==> src/rtl/acc_drain_pkg.sv <==
// acc_drain_pkg
// Shared definitions for the accumulator drain controller:
//   - default parameter constants for acc_drain
//   - FSM state encoding
//   - depth_log2(): tap-select width, at least 1 bit
package acc_drain_pkg;

    localparam int ACC_DRAIN_WIDTH      = 32;
    localparam int ACC_DRAIN_DEPTH      = 4;
    localparam int ACC_DRAIN_LEN_W      = 16;
    localparam int ACC_DRAIN_FIFO_DEPTH = 4;

    typedef enum logic [1:0] {
        ST_IDLE   = 2'd0,
        ST_ACC    = 2'd1,
        ST_SETTLE = 2'd2,
        ST_PUSH   = 2'd3
    } state_t;

    // A single-tap accumulator still needs a 1-bit select port.
    function automatic int depth_log2(input int depth);
        return (depth <= 1) ? 1 : $clog2(depth);
    endfunction

endpackage

==> src/rtl/acc_drain_fifo.sv <==
// acc_drain_fifo
// First-word-fall-through output buffer for drained accumulator results.
// Ports:
//   clk, reset      clock, synchronous active-high reset (empties the buffer)
//   push, push_data write request / data; ignored while full, even when a
//                   pop happens in the same cycle
//   pop_ready       downstream ready; a pop happens when out_valid & pop_ready
//   out_valid       buffer not empty
//   out_data        head entry, zero when empty
//   full            buffer holds FIFO_DEPTH entries
// FIFO_DEPTH must be a power of two, >= 2.
module acc_drain_fifo #(
    parameter int WIDTH      = 32,
    parameter int FIFO_DEPTH = 4
) (
    input  logic             clk,
    input  logic             reset,
    input  logic             push,
    input  logic [WIDTH-1:0] push_data,
    input  logic             pop_ready,
    output logic             out_valid,
    output logic [WIDTH-1:0] out_data,
    output logic             full
);

    localparam int AW = $clog2(FIFO_DEPTH);

    logic [WIDTH-1:0] r_mem [FIFO_DEPTH];
    logic [AW-1:0]    r_wr_ptr;
    logic [AW-1:0]    r_rd_ptr;
    logic [AW:0]      r_count;

    logic w_empty;
    logic w_push;
    logic w_pop;

    assign w_empty = (r_count == '0);
    assign full    = (r_count == (AW+1)'(FIFO_DEPTH));
    assign w_push  = push & ~full;
    assign w_pop   = pop_ready & ~w_empty;

    assign out_valid = ~w_empty;
    assign out_data  = w_empty ? '0 : r_mem[r_rd_ptr];

    // Storage has no reset; emptiness is tracked by r_count alone.
    always_ff @(posedge clk) begin
        if (w_push) begin
            r_mem[r_wr_ptr] <= push_data;
        end
    end

    always_ff @(posedge clk) begin
        if (reset) begin
            r_wr_ptr <= '0;
            r_rd_ptr <= '0;
            r_count  <= '0;
        end else begin
            if (w_push) begin
                r_wr_ptr <= r_wr_ptr + 1'b1;
            end
            if (w_pop) begin
                r_rd_ptr <= r_rd_ptr + 1'b1;
            end
            if (w_push && !w_pop) begin
                r_count <= r_count + 1'b1;
            end else if (w_pop && !w_push) begin
                r_count <= r_count - 1'b1;
            end
        end
    end

endmodule

==> src/rtl/acc_drain.sv <==
// acc_drain
// Sequences an external accumulator over a command's multiplier beats, then
// drains the settled result into a small output stream buffer.
//
// state  | meaning
// -------+----------------------------------------------------------------
// IDLE   | waiting for a command; cmd_ready high
// ACC    | one res_en per mult_valid beat; first beat loads, later feed back
// SETTLE | one dead cycle so res_cascade reflects the final beat
// PUSH   | write res_cascade to the buffer; hold here while it is full
//
// Ports:
//   clk, reset                  clock, synchronous active-high reset
//   cmd_valid/cmd_ready         command handshake
//   cmd_len                     beats to accumulate (0 means 1)
//   cmd_depth                   accumulator tap to read out
//   mult_valid                  upstream multiplier result valid
//   res_en/res_mode/res_depth   accumulator control (mode 0 load, 1 feedback)
//   res_cascade                 accumulator result
//   out_data/out_valid/out_ready drained-result stream
//   busy                        controller not idle
//   drained_count               (ACC_DRAIN_CNT_EN only) count of out transfers
//
// Build option: define ACC_DRAIN_CNT_EN to add the drained_count port.
module acc_drain
    import acc_drain_pkg::*;
#(
    parameter int WIDTH      = ACC_DRAIN_WIDTH,
    parameter int DEPTH      = ACC_DRAIN_DEPTH,
    parameter int LEN_W      = ACC_DRAIN_LEN_W,
    parameter int FIFO_DEPTH = ACC_DRAIN_FIFO_DEPTH,
    // Derived from DEPTH; leave at its default.
    parameter int DEPTH_LOG2 = depth_log2(DEPTH)
) (
    input  logic                    clk,
    input  logic                    reset,
    input  logic                    cmd_valid,
    output logic                    cmd_ready,
    input  logic [LEN_W-1:0]        cmd_len,
    input  logic [DEPTH_LOG2-1:0]   cmd_depth,
    input  logic                    mult_valid,
    output logic                    res_en,
    output logic                    res_mode,
    output logic [DEPTH_LOG2-1:0]   res_depth,
    input  logic signed [WIDTH-1:0] res_cascade,
    output logic signed [WIDTH-1:0] out_data,
    output logic                    out_valid,
    input  logic                    out_ready,
    output logic                    busy
`ifdef ACC_DRAIN_CNT_EN
    ,
    output logic [31:0]             drained_count
`endif
);

    state_t                r_state;
    state_t                w_state_nxt;
    logic [LEN_W-1:0]      r_len;
    logic [LEN_W-1:0]      r_cnt;
    logic [DEPTH_LOG2-1:0] r_depth;

    logic             w_beat;
    logic             w_last_beat;
    logic             w_push;
    logic             w_fifo_full;
    logic [WIDTH-1:0] w_fifo_data;

    assign w_beat      = (r_state == ST_ACC) & mult_valid;
    // r_len is never 0, so r_len - 1 is the index of the final beat.
    assign w_last_beat = w_beat & (r_cnt == (r_len - 1'b1));

    always_ff @(posedge clk) begin
        if (reset) begin
            r_state <= ST_IDLE;
            r_len   <= LEN_W'(1);
            r_cnt   <= '0;
            r_depth <= '0;
        end else begin
            r_state <= w_state_nxt;
            if ((r_state == ST_IDLE) && cmd_valid) begin
                r_len   <= (cmd_len == '0) ? LEN_W'(1) : cmd_len;
                r_depth <= cmd_depth;
                r_cnt   <= '0;
            end else if (w_beat) begin
                r_cnt <= r_cnt + 1'b1;
            end
        end
    end

    always_comb begin
        w_state_nxt = r_state;
        cmd_ready   = 1'b0;
        res_en      = 1'b0;
        res_mode    = 1'b0;
        w_push      = 1'b0;
        case (r_state)
            ST_IDLE: begin
                cmd_ready = 1'b1;
                if (cmd_valid) begin
                    w_state_nxt = ST_ACC;
                end
            end
            ST_ACC: begin
                res_en   = mult_valid;
                res_mode = mult_valid & (r_cnt != '0);
                if (w_last_beat) begin
                    w_state_nxt = ST_SETTLE;
                end
            end
            ST_SETTLE: begin
                w_state_nxt = ST_PUSH;
            end
            ST_PUSH: begin
                // Accumulator stays frozen (res_en low) until there is room.
                if (!w_fifo_full) begin
                    w_push      = 1'b1;
                    w_state_nxt = ST_IDLE;
                end
            end
            default: begin
                w_state_nxt = ST_IDLE;
            end
        endcase
    end

    assign busy      = (r_state != ST_IDLE);
    assign res_depth = r_depth;

    acc_drain_fifo #(
        .WIDTH      (WIDTH),
        .FIFO_DEPTH (FIFO_DEPTH)
    ) u_fifo (
        .clk       (clk),
        .reset     (reset),
        .push      (w_push),
        .push_data (res_cascade),
        .pop_ready (out_ready),
        .out_valid (out_valid),
        .out_data  (w_fifo_data),
        .full      (w_fifo_full)
    );

    assign out_data = $signed(w_fifo_data);

`ifdef ACC_DRAIN_CNT_EN
    logic [31:0] r_drained_count;

    always_ff @(posedge clk) begin
        if (reset) begin
            r_drained_count <= '0;
        end else if (out_valid && out_ready) begin
            r_drained_count <= r_drained_count + 32'd1;
        end
    end

    assign drained_count = r_drained_count;
`endif

endmodule

==> config.mk <==
export PLATFORM = sky130hd
export DESIGN_NAME = acc_drain
export DESIGN_NICKNAME = d
export VERILOG_FILES = /design/src/rtl/acc_drain_pkg.sv /design/src/rtl/acc_drain_fifo.sv /design/src/rtl/acc_drain.sv
export SDC_FILE = /design/constraint.sdc
export NUM_CORES = 1
export LEC_CHECK = 0
export ABC_CLOCK_PERIOD_IN_PS = 4600
export BUFFER_PORTS_ARGS = -buffer_cell sky130_fd_sc_hd__buf_4
export CAP_MARGIN = 40
export CORE_MARGIN = 5
export CORE_UTILIZATION = 60
export CTS_CLUSTER_SIZE = 16
export DETAILED_ROUTE_END_ITERATION = 8
export PLACE_DENSITY = 0.82
export SYNTH_ARGS = -nofsm -noshare
export SYNTH_HDL_FRONTEND = slang
export SYNTH_SLANG_ARGS = --single-unit
==> constraint.sdc <==
create_clock -name clk -period 4.6 [get_ports clk]
set_clock_uncertainty 0.15 [all_clocks]
set_input_delay 0.23 -clock clk [delete_from_list [all_inputs] [get_ports clk]]
set_output_delay 0.23 -clock clk [all_outputs]
set_load 0.005 [all_outputs]
==> impl_metrics.yaml, run 1 <==
power_and_ir_drop:
  power.total_uw: 5090
  ir_drop_mv: 0.308
  p_per_area_nw_per_um2: 538
  leakage_uw: 0.00340
cts:
  clk_latency_ps: 420
  cts_buffers: 17
  htreeDepth: 4
  cts_root_buf: "clkbuf_16"
  clock_path_buffers: 2
  cts_tree: "built"
  clock-sinks: 173
  clk_pin_slew_ps: 60
synth:
  netlist_instances: 493
  yosys_warnings: 0
  yosys.area.top_type_share_pct: 52.3
  ys_ff_latch: 173
  syn-cell-area_um2: 7350
  yosysTopAreaCell: "edfxtp_1"
  synthFlopType: "edfxtp_1"
  syn_area_per_cell_um2: 14.9
  yosys.cell_types.count: 49
  async_reset_ff_share_pct: 0
  synth_seq_area_share_pct: 64.5
  syn-num-nets: 561
  synth_area_leaders: "edfxtp_1 (52%), dfxtp_1 (12%), mux4_2 (9.8%)"
  synth-edff-count: 128
detailed_routing:
  drtIter0Drc: 491
  drt-pass1-iter-count: 5
  wl_mm: 18.6
  via_count: 4857
  postRouteAntennaNets: 0
  wl_per_cell_um: 23.2
  avgViaCountPerCell: 6.09
  drc: 0
global_route:
  grt_max_degree: 28
  grt_usage_pct: 27.2
  antenna_found_initial: 1
  grt.overflow.total: 0
  grt_first_pass_wirelength_mm: 29.3
  grt_pass1_vias: 5110
sta:
  hold_viol_final: 0
  slew_violations: 0
  max_slew.worst_pin.slew_ps: 765
  finalSetupTns_ps: 0
  layout_setup_ws_ps: 1500
  period_share_pct: 67.5
  post-route-min-period_ps: 3100
  rsz0062_at_grt: "no"
  setup-violations-final: 0
  fmax_mhz: 322
  relSlewSlack_pct: 48.3
layout:
  most-common-layout-cells: "edfxtp_1 (128), buf_4 (97), dlygate4sd3_1 (51)"
  regArea_um2: 4750
  fin_cells: 798
  diodes: 0
  multiInputGateArea_um2: 2450
  mostFrequentLayoutCell: "edfxtp_1"
  final_nets: 706
  fill_cells: 622
  drive_gt1_share_pct: 27.0
  area_delta_synth_final_pct: 28.5
placement:
  post-place-ws_ps: 1530
  dp_cells: 715
  finalWeightedCongestion: 0.915
  dp_hpwl_mm: 10.6
  portBuffers: 93
critical_path:
  r2r_start: "r_len[0]"
  crit_type: "flop to flop"
  cp_max_fo: 6
  endpoint_kind: "flop"
  worstSetupStartpointType: "flop"
  cp_data_arrival_time_ps: 3260
  cp.required_ps: 4760
  cp-startpoint: "r_len[0]"
floorplan:
  die-area_um2: 14600
  die_w_um: 121
  core_area_um2: 12000
  rows: 40
  die_h_um: 121
  boundaryPins: 94
  start_util_pct: 61.2
flow_run:
  cap_violations: 0
hold_path:
  hp-class: "input pin to flop"
  hp-start: "out_ready"
run_status:
  status: "completed"
-- Yosys cell counts, drive strengths merged, types with 2 or more instances --
cell type,instances
nor4b,4
or3,5
edfxtp,128
and4,2
inv,13
or4b,2
nand2,12
or2,2
ha,12
nor3,6
a2111oi,2
nor4,14
xor2,22
mux2i,3
dfxtp,45
nand3b,3
nor2,31
or4,4
and2,37
xnor2,14
clkbuf,17
a21oi,10
a22o,16
nand2b,3
o311ai,2
buf,10
o21ai,7
nand4,8
nand3,12
mux4,32
-- layout make-up --
class / instances / share of cell area, %
timing repair buffer: 153 / 14.6
inverter: 14 / 0.556
clock inverter: 15 / 2.30
clock buffer: 17 / 4.50
tap: 147 / 1.95
multi-input combinational: 279 / 25.9
sequential: 173 / 50.2
-- worst max-delay path, stage by stage (launching register included) --
cell and delay [ps]:
dfxtp_1 350, inv_1 90, ha_1 300, or4b_2 690, nand4bb_1 250, xnor2_1 160
nor4b_1 320, or4b_4 510, nand3_1 100, a21oi_1 70
-- layer usage --
| layer | wire (um) | part of all wire (%) | global-route usage (%) |
|---|---|---|---|
| met2 | 9430 | 51 | 45.9 |
| met5 | 13 | 0.070 | 0 |
| met4 | 385 | 2.1 | 9.42 |
| met1 | 7240 | 39 | 33.8 |
| met3 | 1480 | 8.0 | 7.95 |
-- sequential cells by signal, indices dropped and copies added, names as in the netlist, named ones only --
name             count
u_fifo.r_mem       128
r_cnt               16
r_len               16
u_fifo.r_count       3
r_state              2
res_depth            2
u_fifo.r_rd_ptr      2
u_fifo.r_wr_ptr      2
-- cells by family (layout without fill, tap and decap cells) --
| logic type | count (synthesis) | count (layout) | synth area share (%) |
|---|---|---|---|
| buf+inv | 41 | 199 | 2.25 |
| mux | 35 | 35 | 10.2 |
| flops | 173 | 173 | 64.5 |
| fa+ha+maj | 13 | 13 | 2.31 |
| xor+xnor | 37 | 37 | 4.60 |
| compound gates | 47 | 47 | 4.80 |
| simple gates | 147 | 147 | 11.3 |
-- power breakdown --
group | internal, uW | leakage (uW) | switching (uW) | total, uW
registers | 1780 | 0.00152 | 152 | 1940
logic | 857 | 0.00157 | 740 | 1600
clock network | 963 | 0.000311 | 589 | 1550
total | 3600 | 0.00340 | 1480 | 5080
-- through the flow --
| step | area, um2 | hold WS, ps | util [%] |
|---|---|---|---|
| after global placement | 8140 | 278 | 67.8 |
| after detailed placement | 8290 | 285 | 69.1 |
| after floorplan | 7350 | 179 | - |
| final | 9450 | 103 | 78.7 |
| after global routing | 9450 | 131 | 78.7 |
| after CTS | 9450 | 61.0 | 78.7 |
-- worst paths after layout --
check / end / slack, ps / depth (start not counted)
worst max register to register: r_state[1] / 1500 / 9
worst min-delay path: flop / 100 / 4
worst max-delay path: r_state[1] / 1500 / 9
worst min register to register: res_depth[0] / 360 / 1
-- repair_timing --
item,4_1_cts,5_1_grt
hold endpoints to repair,157,0
hold buffers,51,0
setup buffers,0,0
gates resized for setup,0,0
Power figures use the tool's default switching activity.
==> run 2: changes to the inputs <==
--- a/config.mk
+++ b/config.mk
@@ -5,14 +5,14 @@
 export SDC_FILE = /design/constraint.sdc
 export NUM_CORES = 1
 export LEC_CHECK = 0
-export ABC_CLOCK_PERIOD_IN_PS = 4600
+export ABC_CLOCK_PERIOD_IN_PS = 2750
 export BUFFER_PORTS_ARGS = -buffer_cell sky130_fd_sc_hd__buf_4
 export CAP_MARGIN = 40
 export CORE_MARGIN = 5
-export CORE_UTILIZATION = 60
+export CORE_UTILIZATION = 52
 export CTS_CLUSTER_SIZE = 16
 export DETAILED_ROUTE_END_ITERATION = 8
-export PLACE_DENSITY = 0.82
+export PLACE_DENSITY = 0.76
 export SYNTH_ARGS = -nofsm -noshare
 export SYNTH_HDL_FRONTEND = slang
 export SYNTH_SLANG_ARGS = --single-unit
==> constraint.sdc (replaced) <==
create_clock -name clk -period 2.75 [get_ports clk]
set_clock_uncertainty 0.15 [all_clocks]
set_input_delay 0.1375 -clock clk [delete_from_list [all_inputs] [get_ports clk]]
set_output_delay 0.1375 -clock clk [all_outputs]
set_load 0.005 [all_outputs]
==> impl_metrics.yaml, run 2 (synthesis results as in run 1) <==
detailed_routing:
  drt-pass1-iter-count: 4
  via_count: 4659
  wl_per_cell_um: 18.0
  wl_mm: 15.2
  drc: 0
  avgViaCountPerCell: 5.51
  postRouteAntennaNets: 0
  drtIter0Drc: 248
hold_path:
  hp-class: "input pin to flop"
  whs_path_depth: 4
layout:
  fin_cells: 845
  largest_register: "u_fifo.r_mem"
  most-common-layout-cells: "edfxtp_1 (128), buf_4 (111), dlygate4sd3_1 (53)"
  mostFrequentLayoutCell: "edfxtp_1"
  largest_reg_flops: 128
  diodes: 0
  final_nets: 720
  top_regs: "u_fifo.r_mem (128), r_cnt (16), r_len (16)"
  drive_gt1_share_pct: 29.6
  final_area_um2: 9520
  area_delta_synth_final_pct: 29.5
cts:
  postCtsSetupBuffers: 0
  clk_latency_ps: 420
  clock_path_buffers: 2
  cts_tree: "built"
  clk_pin_slew_ps: 70
  htreeDepth: 4
  cts_buffers: 17
  cts_root_buf: "clkbuf_16"
  clock-sinks: 173
sta:
  post-route-min-period_ps: 2660
  hold_viol_final: 0
  fmax_mhz: 376
  relSlewSlack_pct: 55.0
  slew_violations: 0
  period_share_pct: 96.7
  finalSetupTns_ps: 0
  max_slew.worst_pin.slew_ps: 675
  setup-violations-final: 0
critical_path:
  r2r_cells: 9
  crit_slowest_cell: "or4b_4"
  endpoint_kind: "flop"
  crit_type: "flop to flop"
  crit_chain: "inv_2 > ha_4 > or4b_4 > nand4bb_1 > xnor2_1 > nor4b_2 > or4b_4 > nand2_1 > a211oi_2"
  cp.required_ps: 2900
  crit_path_max_incr_delay_ps: 510
  cp_max_fo: 5
  cp_common_cell: "or4b_4"
  cp_data_arrival_time_ps: 2810
  worstSetupStartpointType: "flop"
flow_run:
  cap_violations: 0
global_route:
  antenna_found_initial: 0
  grt_pass1_vias: 4888
  grt_usage_pct: 18.9
  grt_max_degree: 35
  grt_first_pass_wirelength_mm: 24.4
  grt.overflow.total: 0
placement:
  dp_cells: 760
  place_area_um2: 8370
  dp_hpwl_mm: 10.0
  finalWeightedCongestion: 0.853
  portBuffers: 93
floorplan:
  start_util_pct: 53.0
  die_h_um: 129
  rows: 43
  boundaryPins: 94
  die-area_um2: 16600
  core_area_um2: 13900
  die_w_um: 129
power_and_ir_drop:
  p_per_area_nw_per_um2: 851
  power.total_uw: 8100
  power_frac_clock_pct: 28.5
  swShare_pct: 28.6
  ir_drop_mv: 0.525
  power.share.sequential_pct: 38.8
  power_switching_uw: 2320
  intPower_uw: 5780
  comb_power_share_pct: 32.7
  leakage_uw: 0.00343
run_status:
  status: "completed"
-- run 2: cell count changes in the layout (fill, tap and decap cells not counted), moves of 2 or more --
cell | before | now
inv_1 | 13 | 11
nor4b_2 | 0 | 2
bufinv_16 | 5 | 2
inv_2 | 0 | 2
clkbuf_1 | 0 | 2
buf_12 | 0 | 3
buf_16 | 5 | 0
buf_4 | 97 | 111
clkinv_2 | 1 | 3
clkbuf_8 | 0 | 2
dlygate4sd3_1 | 51 | 53
nor4b_1 | 4 | 2
inv_6 | 3 | 1
-- run 2: what timing repair did --
| item | 4_1_cts | 5_1_grt |
|---|---|---|
| endpoints found under the setup margin | 2 | 2 |
| resized for setup | 3 | 8 |
| pin swaps | 0 | 4 |
| hold buffers | 53 | 0 |
| hold endpoints to repair | 158 | 0 |
-- run 2: metal layers --
metal	share of wire, %	up-vias	wire length [um]	global-route usage, %
li1	-	2197	-	-
met1	41	2331	6310	23.1
met2	52	108	7950	33.5
met3	4.8	23	729	4.73
met4	1.5	0	226	5.44
met5	0	-	0	0
-- run 2: final cells by class --
| type | instances | area (um2) |
|---|---|---|
| Sequential cell | 173 | 4750 |
| Timing Repair Buffer | 167 | 1420 |
| Inverter | 14 | 52.6 |
| Tap cell | 180 | 225 |
| Fill cell | 965 | 4360 |
| Multi-Input combinational cell | 279 | 2500 |
| Clock inverter | 11 | 115 |
| Clock buffer | 21 | 460 |
-- run 2: power by group through the flow --
stage | Sequential, uW | Combinational [uW] | Clock, uW
floorplan | 3140 | 1520 | 0
global route | 3160 | 2900 | 2470
detailed placement | 3190 | 2580 | 0
finish | 3140 | 2650 | 2310
global placement | 3180 | 2540 | 0
CTS | 3140 | 2670 | 2350
-- run 2: worst max-delay path: cells and delay by family, from the launching register on --
kind,cells,cell delay [ps]
fa+ha+maj,1,140
buf+inv,1,80
simple gates,5,1600
xor+xnor,1,170
flops,1,330
compound gates,1,60
-- run 2: final timing paths --
check | slack [ps] | endpoint | start
hold reg to reg | 340 | res_depth[0] | res_depth[0]
setup / recovery | 90 | r_state[0] | r_len[1]
hold / removal | 110 | r_len[0] | cmd_valid
setup reg to reg | 90 | r_state[0] | r_len[1]
-- run 2: metrics by stage --
step / utilization, % / hold WS, ps / worst slack, ps
3_5_place_dp: 60.3 / 193 / 1.03
4_1_cts: 68.4 / 100 / 27.5
6_report: 68.6 / 113 / 89.8
3_3_place_gp: 60.3 / 186 / 92.3
2_1_floorplan: - / 86.4 / 89.3
5_1_grt: 68.6 / 160 / -9.83
==> run 3: changes to the inputs <==
--- a/config.mk
+++ b/config.mk
@@ -12,6 +12,7 @@
 export CORE_UTILIZATION = 52
 export CTS_CLUSTER_SIZE = 16
 export DETAILED_ROUTE_END_ITERATION = 8
+export GPL_TIMING_DRIVEN = 0
 export PLACE_DENSITY = 0.76
 export SYNTH_ARGS = -nofsm -noshare
 export SYNTH_HDL_FRONTEND = slang
==> impl_metrics.yaml, run 3 (synthesis results as in run 1) <==
run_status:
  status: "completed"
layout:
  drive_gt1_share_pct: 30.9
  final_util_pct: 69.6
  regArea_um2: 4750
  mostFrequentLayoutCell: "edfxtp_1"
  top_regs: "u_fifo.r_mem (128), r_cnt (16), r_len (16)"
  largest_register: "u_fifo.r_mem"
  multiInputGateArea_um2: 2590
  most-common-layout-cells: "edfxtp_1 (128), buf_4 (99), dlygate4sd3_1 (52)"
  area_delta_synth_final_pct: 31.5
  diodes: 0
  fill_cells: 914
  final_nets: 735
  largest_reg_flops: 128
cts:
  cts_buffers: 17
  clock_path_buffers: 2
  clock-sinks: 173
  cts_root_buf: "clkbuf_16"
  cts_tree: "built"
  clk_pin_slew_ps: 60
  htreeDepth: 4
  clk_latency_ps: 420
critical_path:
  cp_data_arrival_time_ps: 2830
  cp_max_fo: 8
  crit_chain: "buf_6 > or4_4 > or4_4 > a21oi_2 > nor3_2 > or4b_4 > nand3_1 > a21oi_1"
  crit_path_max_incr_delay_ps: 560
  r2r_start: "r_len[5]"
  endpoint_kind: "flop"
  rrSetupSlack_ps: 50
  crit_slowest_cell: "or4b_4"
  r2r_cells: 8
  cp.required_ps: 2890
  r2r-end: "r_state[1]"
  crit_type: "flop to flop"
  cp_common_cell: "or4_4"
  worstSetupStartpointType: "flop"
power_and_ir_drop:
  p_per_area_nw_per_um2: 851
  comb_power_share_pct: 34.3
  power_frac_clock_pct: 27.5
  leakage_uw: 0.00344
  power_switching_uw: 2400
  swShare_pct: 29.1
  power.share.sequential_pct: 38.2
  ir_drop_mv: 0.406
  intPower_uw: 5830
floorplan:
  boundaryPins: 94
  die-area_um2: 16600
  die_h_um: 129
  core_area_um2: 13900
  die_w_um: 129
  start_util_pct: 53.0
  rows: 43
global_route:
  grt_max_degree: 32
  grt.overflow.total: 0
  grt_first_pass_wirelength_mm: 24.8
  antenna_found_initial: 0
  grt_usage_pct: 19.3
  grt_pass1_vias: 5005
detailed_routing:
  postRouteAntennaNets: 0
  avgViaCountPerCell: 5.51
  wl_per_cell_um: 18.0
  via_count: 4741
  drt-pass1-iter-count: 5
  wl_mm: 15.5
  drtIter0Drc: 306
  drc: 0
hold_path:
  hp-start: "reset"
  whs_path_depth: 3
  hold_end: "r_len[6]"
  hp-class: "input pin to flop"
sta:
  layout_setup_ws_ps: 54.3
  hold_viol_final: 0
  post-route-min-period_ps: 2700
  fmax_mhz: 371
  slew_violations: 0
  max_slew.worst_pin.slew_ps: 686
  setup-violations-final: 0
  period_share_pct: 98.0
  relSlewSlack_pct: 54.3
placement:
  finalWeightedCongestion: 0.783
  portBuffers: 93
  post-place-ws_ps: -143
  dp_hpwl_mm: 10.2
flow_run:
  cap_violations: 0
==> run 3: cell count changes in the layout (fill, tap and decap cells not counted), moves of 3 or more <==
cell,change
buf_1,+3
buf_2,+4
buf_4,-12
buf_6,+4
clkbuf_1,+16
nor4_1,-3
==> run 3: worst max path at each step <==
stage / start / end / slack [ps] / cells past startpoint
after floorplan: r_len[0] / r_state[1] / 90 / 9
after global placement: r_state[0] / u_fifo.r_mem[2][7] / -200 / 3
after detailed placement: r_len[0] / r_state[0] / -140 / 9
after CTS: r_state[1] / r_state[0] / -5 / 10
after global routing: r_state[1] / r_state[1] / -40 / 10
final: r_len[5] / r_state[1] / 50 / 8
==> run 3: final cells by class <==
class / count / share of cell area [%]
timing repair buffer: 158 / 14.3
buffer: 24 / 1.07
inverter: 14 / 0.583
sequential: 173 / 49.1
clock buffer: 20 / 4.52
tap: 180 / 2.33
multi-input combinational: 279 / 26.8
clock inverter: 12 / 1.24
==> run 3: timing repair <==
item / CTS / global route
hold buffers: 52 / 0
pin swaps: 3 / 8
setup buffers: 0 / 6
endpoints found under the setup margin: 12 / 10
endpoints found under the hold margin: 151 / 0
gates resized for setup: 15 / 22
==> run 3: power groups by stage <==
| stage | Sequential [uW] | Clock, uW | Combinational, uW |
|---|---|---|---|
| 2_1_floorplan | 3140 | 0 | 1520 |
| 3_3_place_gp | 3170 | 0 | 2490 |
| 3_5_place_dp | 3180 | 0 | 2620 |
| 4_1_cts | 3130 | 2290 | 2750 |
| 5_1_grt | 3160 | 2430 | 3090 |
| 6_report | 3150 | 2260 | 2820 |
==> run 3: stage by stage <==
stage               instances  hold slack, ps  setup TNS (ps)  total power, uW  cell area [um2]
global placement          766             187          -24490             5670             8280
floorplan                 493            86.4               0             4660             7360
CTS                       857            28.3           -4.81             8180             9530
global route              860            57.5           -81.7             8680             9670
finish                    860            40.2               0             8230             9670
detailed placement        773             191            -273             5810             8410
==> run 3: metal layers <==
layer	up-vias	part of all wire, %	wire, um	global-route usage [%]
met5	-	0	0	0
met4	0	1.9	298	6.36
met3	26	5.1	790	5.06
met2	131	53	8220	35.1
met1	2356	40	6150	22.2
li1	2228	-	-	-
==> run 3: worst max-delay path: cells and delay by family, from the launching register on <==
kind / cells / cell delay [ps]
simple gates: 5 / 1780
buf+inv: 1 / 130
flops: 1 / 310
compound gates: 2 / 200
